## config.mk

```make
export PLATFORM = sky130hd
export DESIGN_NAME = trigger
export DESIGN_NICKNAME = d
export VERILOG_FILES = /design/src/rtl/trigger.sv
export SDC_FILE = /design/constraint.sdc
export NUM_CORES = 1
export LEC_CHECK = 0
export BUFFER_PORTS_ARGS = -buffer_cell sky130_fd_sc_hd__buf_2
export CAP_MARGIN = 20
export CORE_ASPECT_RATIO = 1.4
export CORE_UTILIZATION = 60
export CTS_BUF_LIST = sky130_fd_sc_hd__clkbuf_4
export DETAILED_ROUTE_END_ITERATION = 8
export PLACE_DENSITY = 0.81
export SLEW_MARGIN = 20
export SYNTH_ARGS = -nofsm -noshare
export SYNTH_HDL_FRONTEND = slang
export SYNTH_SLANG_ARGS = --single-unit
```

## constraint.sdc

```tcl
create_clock -name clk_i -period 3.9 [get_ports clk_i]
set_clock_uncertainty 0.1 [all_clocks]
set_input_delay 0.78 -clock clk_i [delete_from_list [all_inputs] [get_ports clk_i]]
set_output_delay 0.78 -clock clk_i [all_outputs]
set_load 0.05 [all_outputs]
```

## src/rtl/trigger.sv

```systemverilog
// trigger: multi-stage mask/value trigger emitting a delayed single-cycle run pulse
// Ports: clk_i/rst_in clock and async active-low reset; cmd_i/stg_i/set_*_i config writes;
//        arm_i arm/restart; data_i/stb_i strobed samples; armed_o, lvl_o, run_o status and pulse.
module trigger #(
    parameter int WIDTH  = 32,
    parameter int STAGES = 4
) (
    input  logic             clk_i,
    input  logic             rst_in,
    input  logic [WIDTH-1:0] cmd_i,
    input  logic [1:0]       stg_i,
    input  logic             set_mask_i,
    input  logic             set_val_i,
    input  logic             set_cfg_i,
    input  logic             arm_i,
    input  logic [WIDTH-1:0] data_i,
    input  logic             stb_i,
    output logic             armed_o,
    output logic [1:0]       lvl_o,
    output logic             run_o
);
    typedef enum logic [1:0] {IDLE, ARMED, DELAY} state_t;
    state_t           state, state_nx;
    logic [WIDTH-1:0] mask  [STAGES];
    logic [WIDTH-1:0] value [STAGES];
    logic [15:0]      dly   [STAGES];
    logic [1:0]       slvl  [STAGES];
    logic             start [STAGES];
    logic [1:0]       lvl, lvl_nx;
    logic [15:0]      cnt, cnt_nx;
    logic [STAGES-1:0] hit, hit_start;
    logic [15:0]      start_dly;
    always_ff @(posedge clk_i or negedge rst_in) begin
        if (!rst_in) begin
            for (int s = 0; s < STAGES; s++) begin
                mask[s]  <= '0;
                value[s] <= '0;
                dly[s]   <= '0;
                slvl[s]  <= '0;
                start[s] <= 1'b0;
            end
        end else begin
            if (set_mask_i) mask[stg_i] <= cmd_i;
            if (set_val_i) value[stg_i] <= cmd_i;
            if (set_cfg_i) begin
                dly[stg_i]   <= cmd_i[15:0];
                slvl[stg_i]  <= cmd_i[17:16];
                start[stg_i] <= cmd_i[27];
            end
        end
    end
    for (genvar g = 0; g < STAGES; g++) begin : g_stage
        assign hit[g]       = ~|((data_i ^ value[g]) & mask[g]) && (slvl[g] <= lvl);
        assign hit_start[g] = hit[g] & start[g];
    end
    // Lowest-index start stage wins, so scan from the top down.
    always_comb begin
        start_dly = '0;
        for (int s = STAGES - 1; s >= 0; s--) if (hit_start[s]) start_dly = dly[s];
    end
    always_comb begin
        state_nx = state;
        lvl_nx   = lvl;
        cnt_nx   = cnt;
        if (arm_i) begin
            state_nx = ARMED;
            lvl_nx   = '0;
            cnt_nx   = '0;
        end else if (state == ARMED && stb_i) begin
            if (|hit_start) begin
                state_nx = DELAY;
                cnt_nx   = start_dly;
            end else if (|hit) begin
                lvl_nx = (lvl == 2'd3) ? lvl : lvl + 2'd1;
            end
        end else if (state == DELAY) begin
            if (cnt == 16'd0) state_nx = IDLE;
            else if (stb_i) cnt_nx = cnt - 16'd1;
        end
    end
    always_ff @(posedge clk_i or negedge rst_in) begin
        if (!rst_in) begin
            state <= IDLE;
            lvl   <= '0;
            cnt   <= '0;
        end else begin
            state <= state_nx;
            lvl   <= lvl_nx;
            cnt   <= cnt_nx;
        end
    end
    // A re-arm landing on the pulse cycle cancels it.
    assign run_o   = (state == DELAY) && (cnt == 16'd0) && !arm_i;
    assign armed_o = (state != IDLE);
    assign lvl_o   = lvl;
endmodule

```

==> impl_results.md, run 1 <==
- Worst Path Class, Setup: reg2out
- Total gr overflow: 0
- Synth unique cells: 55
- Hold Path Class: in2reg
- Vias after detailed routing: 10663
- PnR worst setup slack: 87.06 ps
- Post-synth top area share: a little over half
- Worst-skew pair later-pin latency: 750 ps
- Startpoint types: flip-flop
- Status: finished, final reports clean
- Average wire per standard cell: 22.36 um
- Critical Path RT: 3020 ps
- Yosys warnings: 0
- GPL Wtd Cong: 0.9025
- Non-filler instance count after layout: 1764
- Global-route wire length before repair: 62420 um
- Max-Cap Viols: 0
- Final period utilization: between 90 and 100%
- Vias in the first global route: roughly 11000
- Die Span Y: 196.6 um
- Syn Nets: 1322
- Die width: between 100 and 150 um
- VDD IR-drop max: 0.3315 mV
- Ys async rst share: 100.0%
- Synth Flop Type: dfrtp_1
- Die area: roughly 28000 sq um
- Final setup viols: 0
- Core Footprint: 26360 sq um
- Routed Antenna Nets: 0
- Area growth syn-to-layout: 11.38%
- Reg clk slew, reported paths: 70 ps
- Tot GR Track Use: 30.05%
- Period minus WS final: 3813 ps
- Routed WL: 39440 um
- I/O pin cnt: 77
- Share of layout cells above drive strength 1: 41.01%
- Synth Area in Adders: 0.7713%
- Largest net degree at the start of global routing: 108
- Final net count: 1445
- Fmax: 0.2623 GHz
- Drt via density: 6.045
- Sequential area share after synthesis: a little over half
- Switch Pwr: 2.600 mW
- Synth Register Bits: between 300 and 400
- Sw Share: between 20 and 30%
- Row count: 70
- Initial Util: 61.53%
- R2r setup slk: about 340 ps
- DR iter-0 viols: 481
- # port buffers: 76
- DPL Wire Length: 26630 um
- Root Buffer: clkbuf_4
- Total power: 9.286 mW
- Worst hold slack: 276.7 ps
- Mapped Area: between 15000 and 20000 sq um
- Slew Viols, Final: 0
- Synth Area in XOR/XNOR: 7.019%
- Post-place setup slack: approximately 180 ps
- TritonRoute pass-1 iters: 5
- Clock Sinks: 352
- Synth top area cells: dfrtp_1 54%, mux2_2 23%, xor2_1 7.0%, a22oi_1 2.6%, nand2_1 1.3%
- Crit-path max FO: 5
- Pwr dens: 513.9 nW/um^2
- Post-CTS Setup Inserts: 0
- Least-Margin Pin Slew: 1049 ps
- LEAKAGE: 7.998 nW
- Simple-Gate Fraction of Synth Area: about 5.8%
- Initial antenna violation count: 2
- Mux cell area share after synthesis: between 20% and 30%
- EDFF count, synth: 0
- Total CTS buffers: 85
- Dpl cells: 1634
- Most common cell in the synthesized netlist: dfrtp_1
- Internal: 6.687 mW
- WP data arrival: 2930 ps
- Seq pwr share: 50.8%
- Compound-Gate Fraction of Synth Area: 7.027%
- Main combinational cell family by area after synthesis: multiplexers
- Power share of the combinational group: ~18%
- Top post-synthesis cells by count: 352 x dfrtp_1, 330 x mux2_2, 130 x xor2_1
- CTS tree: built
- Post-synth top area cell: dfrtp_1
- Clock Path Buffers: 3
- Final Hold Viols: 0
- Post-Syn Instances: around 1200
- Clock power frac: 31.4%
- Critical Path End Type: primary output
- Syn_area_per_cell: 13.09 sq um
- H-tree Lvls: 3
- Slew HR: between 20% and 30%
- Drc violations: 0
## through the flow
stage | util, % | area [sq um] | TNS, ps
after CTS | 68.46 | 18050 | 0
final | 68.54 | 18070 | 0
after floorplan | - | 16230 | 0
after detailed placement | 64.65 | 17040 | 0
after global routing | 68.54 | 18070 | -47.00
after global placement | 64.65 | 17040 | 0
## cell usage in the layout, fill, tap and decap left out, drive strengths merged, types with 12 or more instances in the layout
master,count
a21oi,16
a22oi,56
a311oi,12
and2,13
buf,102
clkbuf,116
dfrtp,352
inv,20
mux2,330
nand2,55
nand3,16
nand4,21
nor2,35
o21ai,14
xor2,130
## final cells by class
class,instances,area [sq um]
flip-flops and latches,352,8808
fillers,1865,8294
multi-input cells,801,7106
clock buffers,115,863.3
repair buffers,104,643.1
well taps,360,450.4
clock inverters,12,125.1
inverters,18,67.56
diodes,2,5.005
## logic make-up (layout without fill, tap and decap cells)
| family | Yosys count | after routing |
|---|---|---|
| compound gates | 148 | 148 |
| buf+inv | 86 | 249 |
| fa+ha+maj | 10 | 10 |
| xor+xnor | 130 | 130 |
| simple gates | 182 | 182 |
| flops | 352 | 352 |
| mux | 331 | 331 |
| other cells | 0 | 2 |
## flip-flops by register name, indices dropped and copies added (netlist names)
register / flops
mask: 128
value: 128
dly: 64
cnt: 16
slvl: 8
start: 4
lvl_o: 2
state: 2
## worst paths after layout
| check | startpoint | to | cells past startpoint |
|---|---|---|---|
| worst max-delay path | cnt[1] | run_o | 9 |
| worst min-delay path | cmd_i[28] | mask[28] | 2 |
| worst max register to register | lvl_o[1] | cnt[0] | 12 |
| worst min register to register | dly[13] | dly[13] | 1 |
| max in group asynchronous | rst_in | mask[1] | 3 |
| min in group asynchronous | rst_in | dly[61] | 2 |
## critical path, cell delays in order, from the launching register on
cell      delay [ps]
dfrtp_1          400
inv_1             60
ha_1             190
nor3b_1          220
buf_4            170
nand3_1          200
nor4_4           350
nand2_1          170
nor4_2           160
clkbuf_4         270
## layer usage
layer  track usage [%]  vias to the layer above  share of wire, %
met3             5.758                       99               5.1
met5                 0                        -                 0
met2             53.88                      328                53
met4             14.09                        0               3.5
met1             34.54                     5488                38
li1                  -                     4748                 -
## power groups by stage
stage	sequential, mW	clock [mW]	combinational (mW)
floorplan	4.65	0	1.12
global placement	4.72	0	1.59
detailed placement	4.77	0	1.65
CTS	4.71	3.00	1.66
global route	4.78	3.17	1.79
finish	4.71	2.91	1.66
## what timing repair did
item | CTS | global route
setup endpoints to repair | 1 | 3
gates resized for setup | 1 | 3
hold endpoints to repair | 61 | 0
hold buffers | 1 | 0
(Power assumes the default switching activity.)
==> inputs of run 2 (changes only) <==
- CTS_BUF_LIST: sky130_fd_sc_hd__clkbuf_4 -> sky130_fd_sc_hd__clkbuf_4 sky130_fd_sc_hd__clkbuf_8 sky130_fd_sc_hd__clkbuf_16
- clock period: 3.9 -> 4.39 ns (I/O delays scaled with it)
==> impl_results.md, run 2 (same netlist as run 1, synthesis figures left out) <==
- Status: finished, final reports clean
- Crit path max-delay cell type: nor4_1
- Initial antenna violation count: 0 (-2)
- Slew Viols, Final: 0 (unchanged)
- Die width: 141.0 um (unchanged)
- Total power: 8.698 mW (-6.3%)
- Core Footprint: 26360 sq um (unchanged)
- TritonRoute pass-1 iters: 5 (unchanged)
- Register Area: 8808 sq um (unchanged)
- # diodes: 0 (-2)
- Area growth syn-to-layout: 11.99%
- GPL Wtd Cong: 0.9115 (+1.0%)
- Clock power frac: 34.8% (+3.4 points)
- Routed Antenna Nets: 0 (unchanged)
- Routed WL: 39430 um (about the same)
- DRT met1 WL: 15270 um (+1.8%)
- Startpoint types: flip-flop
- Leading cell types in the layout, fill and taps excluded: 352 x dfrtp_1, 330 x mux2_2, 130 x xor2_1, 75 x buf_2, 56 x a22oi_1
- Critical Path RT: 3410 ps (+390 ps)
- Largest net degree at the start of global routing: 125 (+16%)
- DPL Wire Length: 26750 um (+0.46%)
- Internal: 6.379 mW (-4.6%)
- CP Buf/Inv Count: 4 (+1)
- Switch Pwr: 2.319 mW (-11%)
- H-tree Lvls: 2 (-1)
- Final net count: 1389 (-3.9%)
- Worst-skew pair later-pin latency: 530 ps (-220 ps)
- Final setup viols: 0 (unchanged)
- Power share of the combinational group: 16.9% (-1.0 points)
- CTS resizes: 0 (-1)
- Share of layout cells above drive strength 1: 38.10% (-2.9 points)
- Initial Util: 61.53% (unchanged)
- Tot GR Track Use: 30.01% (-0.041 points)
- Filler cells: 1855 (-0.54%)
- Highest metal used: met4
- Critical Path End Type: primary output
- I/O pin cnt: 77 (unchanged)
- Fmax: 0.2584 GHz
- Biggest regs: mask (128), value (128), dly (64)
- Fin Setup TNS: 0 ps (unchanged)
- Clock Sinks: 352 (unchanged)
- Worst hold slack: 321.5 ps (+44.77 ps)
- LEAKAGE: 7.959 nW (-0.48%)
- R2R depth: 12 (unchanged)
- Sw Share: 26.66% (-1.3 points)
- Row count: 70 (unchanged)
- Final period utilization: 88.15%
- Worst Path Class, Setup: reg2out
- Final Hold Viols: 0 (unchanged)
- DR iter-0 viols: 598 (+24%)
- Crit path cell chain: inv_1 -> ha_1 -> nor3b_1 -> buf_4 -> nand3_1 -> buf_4 -> nor4_1 -> nand2_1 -> nor4_1 -> buf_2
- Least-Margin Pin Slew: 1066 ps (+16.98 ps)
- Multi-input gate area: 7081 sq um (-0.35%)
- Reg clk slew, reported paths: 60 ps (about the same)
- Vias in the first global route: 11192 (-2.5%)
- Average wire per standard cell: 23.36 um (+4.5%)
- Max-Cap Viols: 0 (unchanged)
- Die Span Y: 196.6 um (unchanged)
- Hold Path Class: in2async
- Total gr overflow: 0 (unchanged)
- Met2 routed WL: 20880 um (-0.73%)
- Global-route wire length before repair: 62470 um (about the same)
- Slew HR: 28.71% (-1.2 points)
- Hold buffers post-CTS: 0 (-1)
- Pwr dens: 478.8 nW/um^2 (-6.8%)
- Crit-path leading delay family: simple AND/OR/NAND/NOR gates
- Seq pwr share: 48.2% (-2.6 points)
- Most common cell after layout, fill and taps aside: dfrtp_1
- VDD IR-drop max: 0.3739 mV (+13%)
- Clock Path Buffers: 3 (unchanged)
- Met3 WL post-DR: 1690 um (-16%)
- Crit-path max FO: 7 (+2)
- Total CTS buffers: 35 (-59%)
- # port buffers: 76 (unchanged)
- Max incr delay on CP: 430 ps (+30 ps)
- Drt via density: 6.119 (+1.2%)
- Post-CTS Setup Inserts: 0 (unchanged)
- WP data arrival: 2890 ps (-40 ps)
- Vias after detailed routing: 10329 (-3.1%)
- Period minus WS final: around 3900 ps
- Setup repair after global routing missed its margin: no
- Root Buffer: clkbuf_16
- CTS tree: built
- Die area: 27710 sq um (unchanged)
- Drc violations: 0 (unchanged)
- CP Depth: 10 (+1)
[run 2: power groups by stage]
stage	clock network, mW	logic [mW]	registers (mW)
final	3.03	1.47	4.20
after floorplan	0	0.995	4.13
after detailed placement	0	1.47	4.24
after global placement	0	1.41	4.20
after CTS	3.07	1.48	4.19
after global routing	3.19	1.59	4.26
[run 2: through the flow]
stage                     worst slack [ps]  util (%)  area, sq um  cells
final                                520.1     68.91        18170   1688
after floorplan                      236.6         -        16220   1239
after global routing                 271.5     68.91        18170   1688
after global placement               571.6     64.48        17000   1629
after CTS                            536.0     68.91        18170   1688
after detailed placement             460.0     64.48        17000   1629
[run 2: layout make-up]
type,instances,share of cell area (%)
flip-flops and latches,352,48.48
multi-input cells,801,38.97
clock buffers,53,5.902
repair buffers,98,3.264
well taps,360,2.479
clock inverters,6,0.5234
inverters,18,0.3719
[run 2: routing by layer]
layer	vias to the layer above	global-route usage, %
li1	4586	-
met2	281	54.21
met4	0	13.33
met3	87	4.397
met5	-	0
met1	5375	35.36
[run 2: worst paths after layout]
check                              start          to  slack [ps]
worst max register to register  lvl_o[1]      cnt[1]         620
worst min register to register   dly[12]     dly[12]         400
min in group clk_i               dly[12]     dly[12]         400
max in group asynchronous         rst_in  value[124]        2780
worst min-delay path              rst_in     slvl[0]         320
worst max-delay path              cnt[0]       run_o         520
[run 2: worst register-to-register path: cells and delay by family, from the launching register on]
kind	cells	cell delay [ps]
AND/OR/NAND/NOR	6	1290
AO/OA/AOI/OAI	3	1190
buffers and inverters	2	340
adder cells (fa/ha/maj)	1	320
flip-flops	1	410
